File: src/rtl/repeated_sub_divider.sv
// Unsigned divider by repeated subtraction: a controller FSM plus a rem/dvs/quo datapath.
// Results and status are presented through one output register stage, so they lag the internal state by one cycle.
module repeated_sub_divider #(
   parameter int W = 8
) (
   input  logic         clock,
   input  logic         reset_L,
   input  logic         start,
   input  logic [W-1:0] inputA,
   input  logic [W-1:0] inputB,
   output logic [W-1:0] quotient,
   output logic [W-1:0] remainder,
   output logic         busy,
   output logic         done,
   output logic         div_zero
);

   typedef enum logic [1:0] {
      INIT  = 2'd0,
      SUB   = 2'd1,
      DONE  = 2'd2,
      DZERO = 2'd3
   } state_t;

   state_t         state_r, next_state_s;
   logic [W-1:0]   rem_r, dvs_r, quo_r;
   logic [W-1:0]   rem_next_s, dvs_next_s, quo_next_s;
   logic           ge_s;

   // Comparator: one more subtraction is allowed while rem >= dvs.
   always_comb begin
      ge_s = (rem_r >= dvs_r);
   end

   // Next-state and datapath control.
   always_comb begin
      next_state_s = state_r;
      rem_next_s   = rem_r;
      dvs_next_s   = dvs_r;
      quo_next_s   = quo_r;
      case (state_r)
         INIT, DONE, DZERO: begin
            if (start) begin
               rem_next_s   = inputA;
               dvs_next_s   = inputB;
               quo_next_s   = {W{1'b0}};
               next_state_s = (inputB == {W{1'b0}}) ? DZERO : SUB;
            end else begin
               next_state_s = state_r;
            end
         end
         SUB: begin
            if (ge_s) begin
               rem_next_s = rem_r - dvs_r;
               quo_next_s = quo_r + {{(W-1){1'b0}}, 1'b1};
            end else begin
               next_state_s = DONE;
            end
         end
         default: begin
            next_state_s = INIT;
         end
      endcase
   end

   // State and datapath registers.
   always_ff @(posedge clock or negedge reset_L) begin
      if (!reset_L) begin
         state_r <= INIT;
         rem_r   <= {W{1'b0}};
         dvs_r   <= {W{1'b0}};
         quo_r   <= {W{1'b0}};
      end else begin
         state_r <= next_state_s;
         rem_r   <= rem_next_s;
         dvs_r   <= dvs_next_s;
         quo_r   <= quo_next_s;
      end
   end

   // Output register stage: decoded status and results from the current state and datapath.
   always_ff @(posedge clock or negedge reset_L) begin
      if (!reset_L) begin
         quotient  <= {W{1'b0}};
         remainder <= {W{1'b0}};
         busy      <= 1'b0;
         done      <= 1'b0;
         div_zero  <= 1'b0;
      end else begin
         quotient  <= quo_r;
         remainder <= rem_r;
         busy      <= (state_r == SUB);
         done      <= (state_r == DONE) || (state_r == DZERO);
         div_zero  <= (state_r == DZERO);
      end
   end

endmodule
File: config.mk
export PLATFORM = sky130hd
export DESIGN_NAME = repeated_sub_divider
export DESIGN_NICKNAME = d
export VERILOG_FILES = /design/src/rtl/repeated_sub_divider.sv
export SDC_FILE = /design/constraint.sdc
export NUM_CORES = 1
export LEC_CHECK = 0
export CAP_MARGIN = 30
export CELL_PAD_IN_SITES_DETAIL_PLACEMENT = 1
export CELL_PAD_IN_SITES_GLOBAL_PLACEMENT = 1
export CORE_AREA = 4 4 78 80
export CTS_CLUSTER_DIAMETER = 150
export DETAILED_ROUTE_END_ITERATION = 16
export DIE_AREA = 0 0 82 84
export PLACE_DENSITY_LB_ADDON = 0.1
export SLEW_MARGIN = 30
export SYNTH_ARGS = -nofsm -noshare
export SYNTH_HDL_FRONTEND = slang
export SYNTH_SLANG_ARGS = --single-unit
File: constraint.sdc
create_clock -name clock -period 3 [get_ports clock]
set_clock_uncertainty 0.2 [all_clocks]
set_input_delay 0.6 -clock clock [delete_from_list [all_inputs] [get_ports clock]]
set_output_delay 0.6 -clock clock [all_outputs]
set_load 0.1 [all_outputs]
==> impl_metrics.env <==
export IMPL_crit_cells=10
export IMPL_design_area_um2=2610
export IMPL_grt_pass1_vias=1674
export IMPL_synth_edf_count=0
export IMPL_reg2reg_slack_ns=0.28
export IMPL_hold_viol=0
export IMPL_tightest_slew_ns=0.5721
export IMPL_drt_iter0_markers=64
export IMPL_finalSetupViolCount=0
export IMPL_slowest_delay_ns=0.42
export IMPL_die_area_um2=6888
export IMPL_clock_sinks=45
export IMPL_reg2regPathDepth=10
export IMPL_die_w_um=82
export IMPL_diodes=0
export IMPL_drcViolationCount=0
export IMPL_port_buffers=37
export IMPL_worstSetupPathType="reg2reg"
export IMPL_status="finished clean"
export IMPL_rows=27
export IMPL_first_pass_iters=4
export IMPL_required_ns=2.98
export IMPL_layout_nets=250
export IMPL_crit_family="compound AO/OA/AOI/OAI gates"
export IMPL_multi_input_area_um2=905.9
export IMPL_hold_buffers=0
export IMPL_numCtsBuffers=5
export IMPL_period_needed_ns=2.724
export IMPL_worstPathArrival_ns=2.71
export IMPL_rsz0062_at_grt="false"
export IMPL_core_area_um2=5405
export IMPL_clock_path_buffers=2
export IMPL_crit_buf_inv=2
export IMPL_startpoint="rem_r[0]"
export IMPL_wire_per_inst_um=17.26
export IMPL_cp_endpoint="rem_r[2]"
export IMPL_cts_tree="done"
export IMPL_path_cells="inv_1 > ha_1 > inv_1 > fa_1 > a211oi_2 > o21ai_2 > a41oi_4 > o21a_4 > nor2_4 > mux2_1"
export IMPL_crit_top_cell="inv_1"
export IMPL_postCtsSetupRepairBufs=0
export IMPL_cap_violations=0
export IMPL_htreeDepth=2
export IMPL_gp_congestion=0.8133
export IMPL_cts_root_buf="clkbuf_8"
export IMPL_cp_slowest_cell="fa_1"
export IMPL_async_reset_ff_share_pct=100.0
export IMPL_r2r_start="rem_r[0]"
export IMPL_viasPerCell=5.228
export IMPL_register_area_um2=1126
export IMPL_fin_setup_tns_ns=0
export IMPL_finalCritPeriodShare_pct=90.79
export IMPL_slew_viol_final=0
export IMPL_cts_resized=0
export IMPL_hpwlAfterDp_um=3627
export IMPL_synthesis_area_um2=2102
export IMPL_r2r_end="rem_r[2]"
export IMPL_hold_class="in2async"
export IMPL_drive_gt1_share_pct=19.37
export IMPL_yosysWarnings=0
export IMPL_synth_seq_cells=45
export IMPL_grt_pass1_wl_um=8735
export IMPL_clock_fmax_ghz=0.3672
export IMPL_slew_headroom_pct=61.86
export IMPL_grt_util_all_layers_pct=16.76
export IMPL_synth_fp_nets=210
export IMPL_start_util_pct=38.89
export IMPL_final_cell_mix="dfrtp_1, buf_4, clkdlybuf4s50_1"
export IMPL_setup_worst_path_end_class="register"
export IMPL_drtAntennaViolNets=0
export IMPL_seq_area_frac_synth_pct=53.57
export IMPL_synth_cell_types=45
export IMPL_pin_count=38
export IMPL_fillerInstances=593
export IMPL_syn_inst=181
export IMPL_ys_flop_type="dfrtp_1"
export IMPL_synthToLayoutAreaGrowth_pct=24.17
export IMPL_routed_wl_um=5075
export IMPL_num_vias=1537
export IMPL_layout_commonest_cell="dfrtp_1"
export IMPL_clk_pin_slew_ns=0.08
export IMPL_holdWs_ns=0.09441
export IMPL_place_area_um2=2499
export IMPL_grt_max_degree=46
export IMPL_syn_area_per_cell_um2=11.61
export IMPL_start_kind="register"
export IMPL_grt_overflow_total=0
export IMPL_insertion_delay_ns=0.30
export IMPL_critPathMaxFanout=7
export IMPL_antenna_found_initial=0
export IMPL_die_h_um=84
==> metrics by stage <==
stage	instances	worst slack (ns)	utilization [%]
global route	294	0.03085	48.29
CTS	294	0.2536	48.29
finish	294	0.2763	48.29
global placement	286	0.3896	46.18
floorplan	181	0.4978	-
detailed placement	286	0.2756	46.23
==> cell families after synthesis <==
family,after synthesis,share of synthesized area (%)
buffers and inverters,18,3.333
AOI/OAI and AO/OA,39,14.58
adders and majority gates,10,6.310
and+or+nand+nor,49,12.14
muxes,16,8.393
xor gates and xnor gates,4,1.667
DFF,45,53.57
==> flip-flops by register name (all words and copies together), names as in the netlist <==
register and count:
state_r 2, quotient 8, remainder 8, quo_r 8
done 1, div_zero 1, busy 1, rem_r 8
dvs_r 8
==> how the worst min path moves through the flow <==
| stage | start | slack [ns] | end |
|---|---|---|---|
| floorplan | reset_L | 0.10 | busy |
| global placement | rem_r[0] | 0.16 | remainder[0] |
| detailed placement | rem_r[0] | 0.17 | remainder[0] |
| CTS | reset_L | 0.11 | quo_r[0] |
| global route | reset_L | 0.14 | done |
| finish | reset_L | 0.09 | remainder[2] |
==> area by class of cell <==
cell class              count  share of cell area, %
flip-flops and latches     45                  43.14
multi-input cells         118                  34.71
repair buffers             38                  12.56
well taps                  72                  3.452
clock buffers               6                  2.780
inverters                  13                  1.870
clock inverters             2                  1.486
==> cell usage after synthesis, types with 2 or more instances <==
library cell | count | area (um2)
a21o_1 | 4 | 30.03
a21oi_1 | 11 | 55.05
a22o_1 | 2 | 17.52
buf_2 | 2 | 10.01
clkbuf_1 | 3 | 11.26
dfrtp_1 | 45 | 1126
ha_1 | 9 | 112.6
inv_1 | 12 | 45.04
mux2_1 | 5 | 56.30
mux2_2 | 8 | 90.09
mux2i_1 | 3 | 30.03
nand2_1 | 16 | 60.06
nand2b_1 | 2 | 12.51
nand3_1 | 4 | 20.02
nand4_1 | 3 | 18.77
nor2_1 | 11 | 41.29
o21ai_0 | 8 | 40.04
o221ai_1 | 2 | 17.52
or4_1 | 3 | 22.52
xnor2_1 | 3 | 26.28
==> per-layer routing <==
metal	global-route usage [%]	vias up	wire length, um
met1	22.05	772	2221
li1	-	721	-
met4	4.985	0	70
met3	3.888	6	267
met5	0	-	0
met2	27.04	38	2514
Power is not shown: default switching activity piles up to over one toggle a cycle in this logic, so the estimate is an artifact.
